--- config.mk ---
export PLATFORM = sky130hd
export DESIGN_NAME = sfx_sequencer
export DESIGN_NICKNAME = d
export VERILOG_FILES = /design/src/rtl/sfx_sequencer.sv
export SDC_FILE = /design/constraint.sdc
export NUM_CORES = 1
export LEC_CHECK = 0
export ABC_AREA = 1
export CORE_MARGIN = 8
export CORE_UTILIZATION = 55
export CTS_CLUSTER_DIAMETER = 200
export DETAILED_ROUTE_END_ITERATION = 10
export PLACE_DENSITY = 0.94
export SYNTH_ARGS = -nofsm -noshare
export SYNTH_HDL_FRONTEND = slang
export SYNTH_SLANG_ARGS = --single-unit
--- constraint.sdc ---
create_clock -name clk -period 2.5 [get_ports clk]
set_input_delay 0.25 -clock clk [delete_from_list [all_inputs] [get_ports clk]]
set_output_delay 0.25 -clock clk [all_outputs]
set_load 0.01 [all_outputs]
--- src/rtl/sfx_sequencer.sv ---
// Fixed-priority sound-effect sequencer: grants one requester and walks its note list in the SFX ROM.
// Optional build macro SFX_PREEMPT_EN lets a higher-priority request interrupt a note in PLAY.
module sfx_sequencer #(
  parameter int NUM_REQ  = 4,
  parameter int TICK_DIV = 4194304
) (
  input  logic                 clk,
  input  logic                 rst_n,
  input  logic [NUM_REQ-1:0]   req,
  input  logic [NUM_REQ*8-1:0] req_addr,
  output logic [NUM_REQ-1:0]   grant,
  output logic [NUM_REQ-1:0]   done,
  output logic                 busy,
  output logic [7:0]           rom_addr,
  input  logic [7:0]           rom_data,
  output logic [7:0]           note_out
);

  localparam int DUR_W = $clog2(8 * TICK_DIV);

  localparam logic [1:0] ST_IDLE   = 2'd0;
  localparam logic [1:0] ST_WAIT   = 2'd1;
  localparam logic [1:0] ST_DECODE = 2'd2;
  localparam logic [1:0] ST_PLAY   = 2'd3;

  localparam logic [7:0] END_MARK = 8'hFF;

  logic [1:0]         state;
  logic [DUR_W-1:0]   dur_cnt;
  logic [NUM_REQ-1:0] req_pick;
  logic [7:0]         pick_addr;

  // Isolate the lowest set bit, i.e. the highest-priority requester.
  function automatic logic [NUM_REQ-1:0] lowest_onehot(input logic [NUM_REQ-1:0] x);
    return x & (~x + NUM_REQ'(1));
  endfunction

  function automatic logic [7:0] addr_of(input logic [NUM_REQ-1:0]   oh,
                                         input logic [NUM_REQ*8-1:0] addrs);
    logic [7:0] a;
    a = '0;
    for (int i = 0; i < NUM_REQ; i++) begin
      if (oh[i]) a = a | addrs[8*i +: 8];
    end
    return a;
  endfunction

  // Length code n selects 2^n units; the counter runs down to zero, hence the -1.
  function automatic logic [DUR_W-1:0] dur_load(input logic [1:0] len);
    return DUR_W'((TICK_DIV << len) - 1);
  endfunction

  always_comb begin
    req_pick  = lowest_onehot(req);
    pick_addr = addr_of(req_pick, req_addr);
  end

`ifdef SFX_PREEMPT_EN
  logic [NUM_REQ-1:0] higher_mask;
  logic [NUM_REQ-1:0] preempt_pick;
  logic [7:0]         preempt_addr;

  // Bits strictly below the granted one are the only ones allowed to interrupt.
  always_comb begin
    higher_mask  = grant - NUM_REQ'(1);
    preempt_pick = lowest_onehot(req & higher_mask);
    preempt_addr = addr_of(preempt_pick, req_addr);
  end
`endif

  assign busy = (state != ST_IDLE);

  always_ff @(posedge clk) begin
    if (!rst_n) begin
      state    <= ST_IDLE;
      grant    <= '0;
      done     <= '0;
      rom_addr <= '0;
      note_out <= '0;
      dur_cnt  <= '0;
    end else begin
      done <= '0;
      case (state)
        ST_IDLE: begin
          if (|req) begin
            grant    <= req_pick;
            rom_addr <= pick_addr;
            state    <= ST_WAIT;
          end
        end
        ST_WAIT: begin
          state <= ST_DECODE;
        end
        ST_DECODE: begin
          if (rom_data == END_MARK) begin
            done     <= grant;
            grant    <= '0;
            note_out <= '0;
            state    <= ST_IDLE;
          end else begin
            note_out <= {2'b00, rom_data[5:0]};
            dur_cnt  <= dur_load(rom_data[7:6]);
            rom_addr <= rom_addr + 8'd1;
            state    <= ST_PLAY;
          end
        end
        ST_PLAY: begin
`ifdef SFX_PREEMPT_EN
          if (|preempt_pick) begin
            done     <= grant;
            note_out <= '0;
            grant    <= preempt_pick;
            rom_addr <= preempt_addr;
            dur_cnt  <= '0;
            state    <= ST_WAIT;
          end else
`endif
          // note_out is left untouched so it carries through the next fetch.
          if (dur_cnt == '0) begin
            state <= ST_WAIT;
          end else begin
            dur_cnt <= dur_cnt - DUR_W'(1);
          end
        end
        default: state <= ST_IDLE;
      endcase
    end
  end

endmodule
# --- Word level (Yosys, flattened, before mapping) ---
# Index checks and enable logic that the tools add are counted.
classes:
  addsub: 4
  n_eq_ne: 9
  shifts: 1
  n_mux: 18
  bitwise_logic: 5
  reduce_logical: 11
op_table:
  columns: ["cell", "n"]
  rows:
  - ["25-bit 2-to-1 mux", 2]
  - ["25-bit case mux with 2 select lines", 1]
  - ["8-bit 2-to-1 mux", 6]
  - ["25-bit logical NOT", 1]
  - ["23-bit by 2-bit left shift with 25-bit output, first input constant", 1]
  - ["25-bit by 1-bit subtractor with 25-bit output, second input constant", 1]
  - ["25-bit by 2-bit subtractor with 25-bit output, second input constant", 1]
  - ["8-bit OR", 3]
  - ["8-bit case mux with 2 select lines", 1]
  - ["3-bit AND reduction", 4]
  - ["2-bit != test, second input constant", 5]
  - ["8-bit by 1-bit adder with 8-bit output, second input constant", 1]
  - ["8-bit equality test, second input constant", 1]
  - ["4-bit 2-to-1 mux", 2]
  - ["2-bit case mux with 4 select lines", 1]
  - ["4-bit case mux with 2 select lines", 1]
  - ["2-bit 2-to-1 mux", 3]
  - ["6-bit 2-to-1 mux", 1]
  - ["2-bit nonzero test", 3]
  - ["4-bit by 1-bit adder with 4-bit output, second input constant", 1]
  - ["4-bit bitwise AND", 1]
  - ["2-bit equality test, second input constant", 2]
  - ["4-bit NOT", 1]
  - ["4-bit OR reduction", 1]
  - ["other kinds (3)", 3]
word_totals:
  regBits: 51
  inputBits: 46
  out_inout_bits: 25

# --- Depth between registers and ports, before layout ---
# Gate-level depths: netlist (run 1).
logic_depth:
  word_depth: 12
  ltp_mapped: 13

# --- Least setup slack after synthesis (run 1) ---
# Ideal clock, no wire load.
synth_timing:
  kind: "reg-to-reg"
  startpoint: "register state[0]"
  endpoint: "register dur_cnt[6]"
  setup_time_ns: 0.071
  arrival_ns: 1.597
  required_time_ns: 2.429
  slack_ns: 0.831
  stages_incl_launch_ff: 10
  cell_sequence: "dfxtp_1 -> inv_1 -> ha_1 -> clkbuf_1 -> inv_2 -> nor2_2 -> inv_2 -> clkbuf_1 -> nand3_1 -> a21oi_1"
synth_between:
  elab_chain_cells: 3
  word_cells_on_any_way: 7
  classes_between: "4 x eq/ne; 1 x mux; 2 x reduce/logical"
synth_rtl:
  columns: ["element", "line_no", "text"]
  rows:
  - ["start, declared", "28", "logic [1:0] state;"]
  - ["start signal, assigned", "75", "state <= ST_IDLE;"]
  - ["start signal, assigned", "88", "state <= ST_WAIT;"]
  - ["start signal, assigned", "92", "state <= ST_DECODE;"]
  - ["2-bit equality test", "83", "case (state)"]
  - ["2-bit != test (no source line) or 2-bit nonzero test (tied branches)", null, null]
  - ["3-bit AND reduction (no source line)", null, null]
  - ["end signal, assigned", "102", "dur_cnt <= dur_load(rom_data[7:6]);"]
  - ["end signal, assigned", "122", "dur_cnt <= dur_cnt - DUR_W'(1);"]
  - ["end, declared", "29", "logic [DUR_W-1:0] dur_cnt;"]
# Several ways; a longest one is shown, not always the timed one.
# A chain may end at the register's enable or synchronous reset.

# --- Worst setup path in the final report (run 1) ---
layout_timing:
  startpoint: "register state[0]"
  endpoint: "register rom_addr[5]"
layout_between:
  elab_chain_cells: 3
  word_cells_on_any_way: 7
  classes_between: "3 x eq/ne; 1 x mux; 3 x reduce/logical"
layout_rtl:
  columns: ["element", "line_no", "text"]
  rows:
  - ["2-bit equality test or 2-bit logical NOT (tied branches)", "83", null]
  - ["2-bit != test (no source line) or 2-bit nonzero test (tied branches)", null, null]
  - ["3-bit AND reduction (no source line)", null, null]
  - ["end signal, assigned", "87", "rom_addr <= pick_addr;"]
  - ["end signal, assigned", "103", "rom_addr <= rom_addr + 8'd1;"]
  - ["end, declared", "14", "output logic [7:0] rom_addr,"]
# Several ways; a longest one is shown, not always the timed one.

==> metrics.txt, run 1 <==
outcome finished clean; fraction of synthesized cell area taken by the top area cell type 0.310; Setup Skew 0.0102 ns; final count of hold timing violations 0; number of cell rows 27; vias after detailed routing 3560; number of buffers on the longest clock path 2; most common cell after layout, fill and taps aside sky130_fd_sc_hd__nand2_1; maximum frequency from static timing analysis 491 MHz; initial antenna violation count 0; final sum of negative setup slack 0 ns; Core Footprint 0.00554 sq mm; floorplan die width 91.8 um; RSZ-0062 raised after global routing no; sum of routed wire length over all layers 9250 um; fin crit period 2.04 ns; largest area contributor in the synthesized netlist sky130_fd_sc_hd__dfxtp_1; Synth-to-Final Area Change 25.8%; Yosys Warn Count 0; post-detail-place hpwl 7120 um; type of destination of the critical path flop; Vert. Die Dim 91.8 um; mean instance size in the synthesized netlist 6.25 sq um; final worst-path cycle share 0.814; total clock buffers created by CTS 5; crit start category flop; Worst Max-Slew Pin Slew 0.568 ns; Clk Tree Root Cell sky130_fd_sc_hd__clkbuf_8; share of total power in the clock network 0.087; iteration count of the initial detailed-routing pass 5; number of nets still failing antenna checks after routing 0; share of synthesized area occupied by flip-flops and latches 0.310; wire length per cell after detailed routing 14.3 um; Post-Synthesis Cells 506; maximum number of pins on one net before global-route repair 28; flop and latch count out of synthesis 49; Layout fillers 473; number of levels the H-tree was split into 2; Max Slew Vio Count 0; CTS clk-pin slew, worst paths 0.09 ns; Worst Setup Path Type flop to flop; hold crit path type flop to flop; number of nets in the final layout 625; synth top area cells sky130_fd_sc_hd__dfxtp_1 (31%), sky130_fd_sc_hd__nand2_1 (17%), sky130_fd_sc_hd__nand3_1 (9.3%), sky130_fd_sc_hd__nor2_1 (7.5%), sky130_fd_sc_hd__a21oi_1 (6.5%); part of the total power dissipated in combinational logic 0.672; global-route met3 utilization 0.0831; Antenna Cells 0; hold_buf cts 0; fraction of met1 tracks used by global routing 0.244; unique cell type count in the Yosys netlist 34; worst path arrival time 2.29 ns; Top-Level Pins 71; layer with the highest usage met2; static leakage 1.63 nW; tightest slew margin relative to the limit 0.620; vias in the first global route 3600; Skew-Pair Late Insertion Delay 0.31 ns; internal power contribution 2.62 mW; # setup viols final 0; starting utilization of the core area 0.571; TritonCTS sink count 49; commonest non-fill, non-tap cells in the layout sky130_fd_sc_hd__nand2_1 (145), sky130_fd_sc_hd__clkdlybuf4s50_1 (68), sky130_fd_sc_hd__nor2_1 (63); post-cts repair resize count 0; Max-cap violations 0; TritonCTS clock tree built; number of buffers added for setup after CTS 0; switching pwr 2.93 mW; floorplan die area 0.00843 sq mm; data required time at the worst endpoint 2.76 ns; Final Wtd Congestion 0.901; global route overflow 0; proportion of power drawn by flip-flops and latches 0.241; Port-buffer cells 68; Placed Instances 637; ratio of cells with drive above 1 in the final layout 0.0733; drt initial violations 234; area of the mapped netlist 0.00316 sq mm; Avg Vias per Cell 5.52; first-pass GRT wire length 16000 um; maximum fanout count along the critical path 10; DRC viols 0; met2 Resource Use GR 0.390; PD cells 1390 mW/mm^2; switching part of the total power 0.528; count of non-filler cells in the finished layout 645; GRT Overall Usage 0.224; peak ir drop on the vdd network 0.000826 V
power by group through the flow:
stage          Clock, mW  Combinational [mW]  Sequential, mW
4_1_cts            0.495                3.69            1.33
6_report           0.485                3.73            1.33
5_1_grt            0.526                4.21            1.38
3_3_place_gp           0                3.50            1.33
2_1_floorplan          0                2.75            1.32
3_5_place_dp           0                3.67            1.34
metal layers:
metal  share of wire  vias up
met5               0        -
met3           0.096       19
met1            0.40     1609
met4           0.017        0
met2            0.49      164
li1                -     1768
path summary, 6_finish.rpt:
check | slack (ns) | startpoint | cells after the start | endpoint
min | 0.47 | grant[0] | 2 | done[0]
min reg2reg | 0.47 | grant[0] | 2 | done[0]
max reg2reg | 0.46 | state[0] | 8 | rom_addr[5]
max | 0.46 | state[0] | 8 | rom_addr[5]
sequential cells by signal (all words and copies together), names as in the netlist:
| signal | cells |
|---|---|
| dur_cnt | 25 |
| state | 2 |
| done | 4 |
| rom_addr | 8 |
| grant | 4 |
| note_out | 6 |
critical path, stage by stage, from the launching register on:
cell and delay, ns:
sky130_fd_sc_hd__dfxtp_1 0.34, sky130_fd_sc_hd__inv_1 0.11, sky130_fd_sc_hd__ha_1 0.37, sky130_fd_sc_hd__o21ai_0 0.19
sky130_fd_sc_hd__nor2_1 0.41, sky130_fd_sc_hd__inv_1 0.24, sky130_fd_sc_hd__a21oi_1 0.19, sky130_fd_sc_hd__nand2_1 0.08
sky130_fd_sc_hd__inv_1 0.06
logic make-up (layout without fill, tap and decap cells):
group,Yosys count,in the layout,synth area share
AOI/OAI and AO/OA,70,70,0.121
adders and majority gates,7,7,0.0277
buffers and inverters,65,131,0.0890
DFF,49,49,0.310
xor gates and xnor gates,5,5,0.0138
and+or+nand+nor,309,309,0.437
other,1,2,0.00119
stage by stage:
stage / power (mW) / setup WS [ns] / util / instance area, sq um / hold WS [ns]
global route: 6.12 / 0.193 / 0.718 / 3980 / 0.481
CTS: 5.52 / 0.500 / 0.718 / 3980 / 0.467
global placement: 4.83 / 0.470 / 0.703 / 3890 / 0.438
finish: 5.55 / 0.464 / 0.718 / 3980 / 0.471
floorplan: 4.07 / 0.831 / - / 3170 / 0.412
detailed placement: 5.02 / 0.416 / 0.703 / 3890 / 0.451
Yosys cell counts:
library cell                 n
sky130_fd_sc_hd__xor2_1      3
sky130_fd_sc_hd__clkinv_1    1
sky130_fd_sc_hd__buf_8       1
sky130_fd_sc_hd__nand2_2     5
sky130_fd_sc_hd__o21ai_0    17
sky130_fd_sc_hd__nand3_2     1
sky130_fd_sc_hd__nand3b_1   10
sky130_fd_sc_hd__o21ai_1     1
sky130_fd_sc_hd__o211ai_1    4
sky130_fd_sc_hd__buf_12      1
sky130_fd_sc_hd__buf_2       2
sky130_fd_sc_hd__nand3_1    59
sky130_fd_sc_hd__ha_1        7
sky130_fd_sc_hd__nor3_2      1
sky130_fd_sc_hd__nor2_2      7
sky130_fd_sc_hd__xnor2_1     2
sky130_fd_sc_hd__a21oi_1    41
sky130_fd_sc_hd__dfxtp_1    49
sky130_fd_sc_hd__or2_2       3
sky130_fd_sc_hd__nor2_1     63
sky130_fd_sc_hd__inv_1      44
sky130_fd_sc_hd__a21oi_2     5
sky130_fd_sc_hd__buf_1       1
sky130_fd_sc_hd__nand2_1   145
sky130_fd_sc_hd__nand4_1    12
sky130_fd_sc_hd__a31oi_1     1
sky130_fd_sc_hd__inv_2       2
sky130_fd_sc_hd__a21boi_0    1
sky130_fd_sc_hd__conb_1      1
sky130_fd_sc_hd__nand2_8     1
sky130_fd_sc_hd__nand2_4     1
sky130_fd_sc_hd__buf_4       2
sky130_fd_sc_hd__nor2_4      1
sky130_fd_sc_hd__clkbuf_1   11
final cells by class:
class,instances,area [sq um],share of cell area
flip-flops and latches,49,981,0.247
repair buffers,76,741,0.186
clock inverters,2,13.8,0.00346
well taps,72,90.1,0.0226
clock buffers,6,72.6,0.0182
multi-input cells,393,1900,0.479
inverters,47,176,0.0443
No activity file was read; power rests on OpenSTA's default activity.
==> inputs of run 2 (changes only) <==
--- a/config.mk
+++ b/config.mk
@@ -7,10 +7,10 @@
 export LEC_CHECK = 0
 export ABC_AREA = 1
 export CORE_MARGIN = 8
-export CORE_UTILIZATION = 55
+export CORE_UTILIZATION = 51
 export CTS_CLUSTER_DIAMETER = 200
 export DETAILED_ROUTE_END_ITERATION = 10
-export PLACE_DENSITY = 0.94
+export PLACE_DENSITY = 0.89
 export SYNTH_ARGS = -nofsm -noshare
 export SYNTH_HDL_FRONTEND = slang
 export SYNTH_SLANG_ARGS = --single-unit
==> constraint.sdc (replaced) <==
create_clock -name clk -period 2 [get_ports clk]
set_input_delay 0.2 -clock clk [delete_from_list [all_inputs] [get_ports clk]]
set_output_delay 0.2 -clock clk [all_outputs]
set_load 0.01 [all_outputs]
==> run 2 against run 1 <==
Against the previous run: clock power increased by 74%; sequential share of layout area is 0.75 points lower; first-iteration DRC count up 15%; non-clock buffer count grew 10; critical path depth is 3 lower; global-route usage decreased by 1.2 points; register-to-register slack lost 0.31 ns; worst setup slack worse by 0.40 ns; worst hold slack worse by 0.0046 ns; final cell count increased by 2.0%; total power increased by 32%; critical path type is now flop to output port.
==> metrics.txt, run 2 (synthesis gave the netlist of run 1 again) <==
final sum of negative setup slack 0 ns; least setup slack across all paths after layout 0.0675 ns; first-pass GRT wire length 15500 um; tightest slew margin relative to the limit 0.664; Max-cap violations 0; commonest non-fill, non-tap cells in the layout sky130_fd_sc_hd__nand2_1 (145), sky130_fd_sc_hd__clkdlybuf4s50_1 (68), sky130_fd_sc_hd__nor2_1 (62); worst setup path startpoint state[1]; layer with the highest usage met2; count of non-filler cells in the finished layout 658; global route overflow 0; Worst Max-Slew Pin Slew 0.501 ns; DRC viols 0; Max Slew Vio Count 0; number of flip-flops in the largest register 25; GRT Overall Usage 0.212; data required time at the worst endpoint 1.80 ns; peak ir drop on the vdd network 0.00119 V; Regs by FF count dur_cnt (25), rom_addr (8), note_out (6); Reg-to-Reg Start state[0]; iteration count of the initial detailed-routing pass 5; proportion of power drawn by flip-flops and latches 0.231; register with the most flip-flops dur_cnt; vias in the first global route 3462; outcome finished clean; register cell area after layout 983 sq um; part of the total power dissipated in combinational logic 0.654; type of destination of the critical path output port; most common cell after layout, fill and taps aside sky130_fd_sc_hd__nand2_1; Layout fillers 507; number of buffers on the longest clock path 2; Antenna Cells 0; number of nets in the final layout 635; Vert. Die Dim 94.8 um; number of nets still failing antenna checks after routing 0; static leakage 1.70 nW; hold_buf cts 0; ratio of cells with drive above 1 in the final layout 0.0978; maximum fanout count along the critical path 3; post-detail-place hpwl 7290 um; maximum frequency from static timing analysis 517 MHz; met2 Resource Use GR 0.352; global-route met3 utilization 0.0817; drt initial violations 269; total clock buffers created by CTS 5; Placed Instances 648; hold crit path type flop to flop; starting utilization of the core area 0.531; sum of routed wire length over all layers 9520 um; TritonCTS clock tree built; PD cells 1780 mW/mm^2; worst hold path startpoint grant[1]; worst path arrival time 1.73 ns; initial antenna violation count 0; TritonCTS sink count 49; number of levels the H-tree was split into 2; switching pwr 3.69 mW; number of cell rows 28; vias after detailed routing 3620; CTS clk-pin slew, worst paths 0.09 ns; Avg Vias per Cell 5.50; fraction of met1 tracks used by global routing 0.247; share of total power in the clock network 0.116; Synth-to-Final Area Change 30.1%; crit start category flop; Top-Level Pins 71; final-layout worst hold slack 0.467 ns; # setup viols final 0; Port-buffer cells 68; fin crit period 1.93 ns; Skew-Pair Late Insertion Delay 0.30 ns; final count of hold timing violations 0; Clk Tree Root Cell sky130_fd_sc_hd__clkbuf_8; Core Footprint 0.00596 sq mm; final worst-path cycle share 0.966; floorplan die width 94.8 um; internal power contribution 3.64 mW; switching part of the total power 0.503; Worst Setup Path Type flop to output port; Setup Skew 0.00389 ns; area occupied by multi-input gates 0.00191 sq mm; pre-CTS setup slack -0.109 ns; Final Wtd Congestion 0.935; maximum number of pins on one net before global-route repair 28; floorplan die area 0.00898 sq mm; wire length per cell after detailed routing 14.5 um
[run 2: cell count changes in the layout (fill, tap and decap cells not counted)]
cell                        previous run  this run
sky130_fd_sc_hd__clkbuf_1              1         0
sky130_fd_sc_hd__buf_4                 8        18
sky130_fd_sc_hd__inv_6                 1         0
sky130_fd_sc_hd__nor2_2                7         8
sky130_fd_sc_hd__dfxtp_2               0         2
sky130_fd_sc_hd__nor2_1               63        62
sky130_fd_sc_hd__a21oi_1              41        40
sky130_fd_sc_hd__bufinv_16             0         2
sky130_fd_sc_hd__a21oi_2               5         6
sky130_fd_sc_hd__dfxtp_1              49        47
[run 2: routing by layer]
metal | part of all wire | wire length [um]
met1 | 0.42 | 4010
met2 | 0.46 | 4390
met3 | 0.096 | 913
met4 | 0.021 | 198
met5 | 0 | 0
[run 2: power by group through the flow]
stage,clock network [mW],logic [mW],registers [mW]
6_report,0.846,4.79,1.69
5_1_grt,0.891,5.38,1.74
4_1_cts,0.854,4.69,1.67
3_5_place_dp,0,4.65,1.69
3_3_place_gp,0,4.52,1.67
2_1_floorplan,0,3.44,1.64
[run 2: layout make-up]
class / count / share of cell area
Multi-Input combinational cell: 393 / 0.464
Sequential cell: 49 / 0.239
Timing Repair Buffer: 86 / 0.198
Inverter: 47 / 0.0429
Tap cell: 75 / 0.0228
Clock buffer: 5 / 0.0167
Clock inverter: 3 / 0.0158
[run 2: path summary, 6_finish.rpt]
| kind | slack (ns) | depth (start not counted) | to |
|---|---|---|---|
| worst max-delay path | 0.07 | 5 | busy |
| worst min-delay path | 0.47 | 2 | done[1] |
| worst max register to register | 0.15 | 8 | dur_cnt[1] |
| worst min register to register | 0.47 | 2 | done[1] |
[run 2: metrics by stage]
stage | instance area (sq um) | power, mW | util
2_1_floorplan | 3170 | 5.09 | -
3_3_place_gp | 3960 | 6.18 | 0.664
3_5_place_dp | 3960 | 6.34 | 0.664
4_1_cts | 4090 | 7.22 | 0.687
5_1_grt | 4110 | 8.01 | 0.691
6_report | 4110 | 7.33 | 0.691
[run 2: what timing repair did]
action,4_1_cts,5_1_grt
hold endpoints to repair,0,0
setup buffers,0,2
gates resized for setup,1,3
pin swaps,0,1
endpoints found under the setup margin,6,14
gates cloned,0,0
[run 2: critical path: stages (launching register included)]
cell,delay (ns)
sky130_fd_sc_hd__dfxtp_2,0.38
sky130_fd_sc_hd__inv_1,0.10
sky130_fd_sc_hd__ha_1,0.23
sky130_fd_sc_hd__buf_4,0.15
sky130_fd_sc_hd__inv_1,0.04
sky130_fd_sc_hd__clkdlybuf4s50_1,0.53
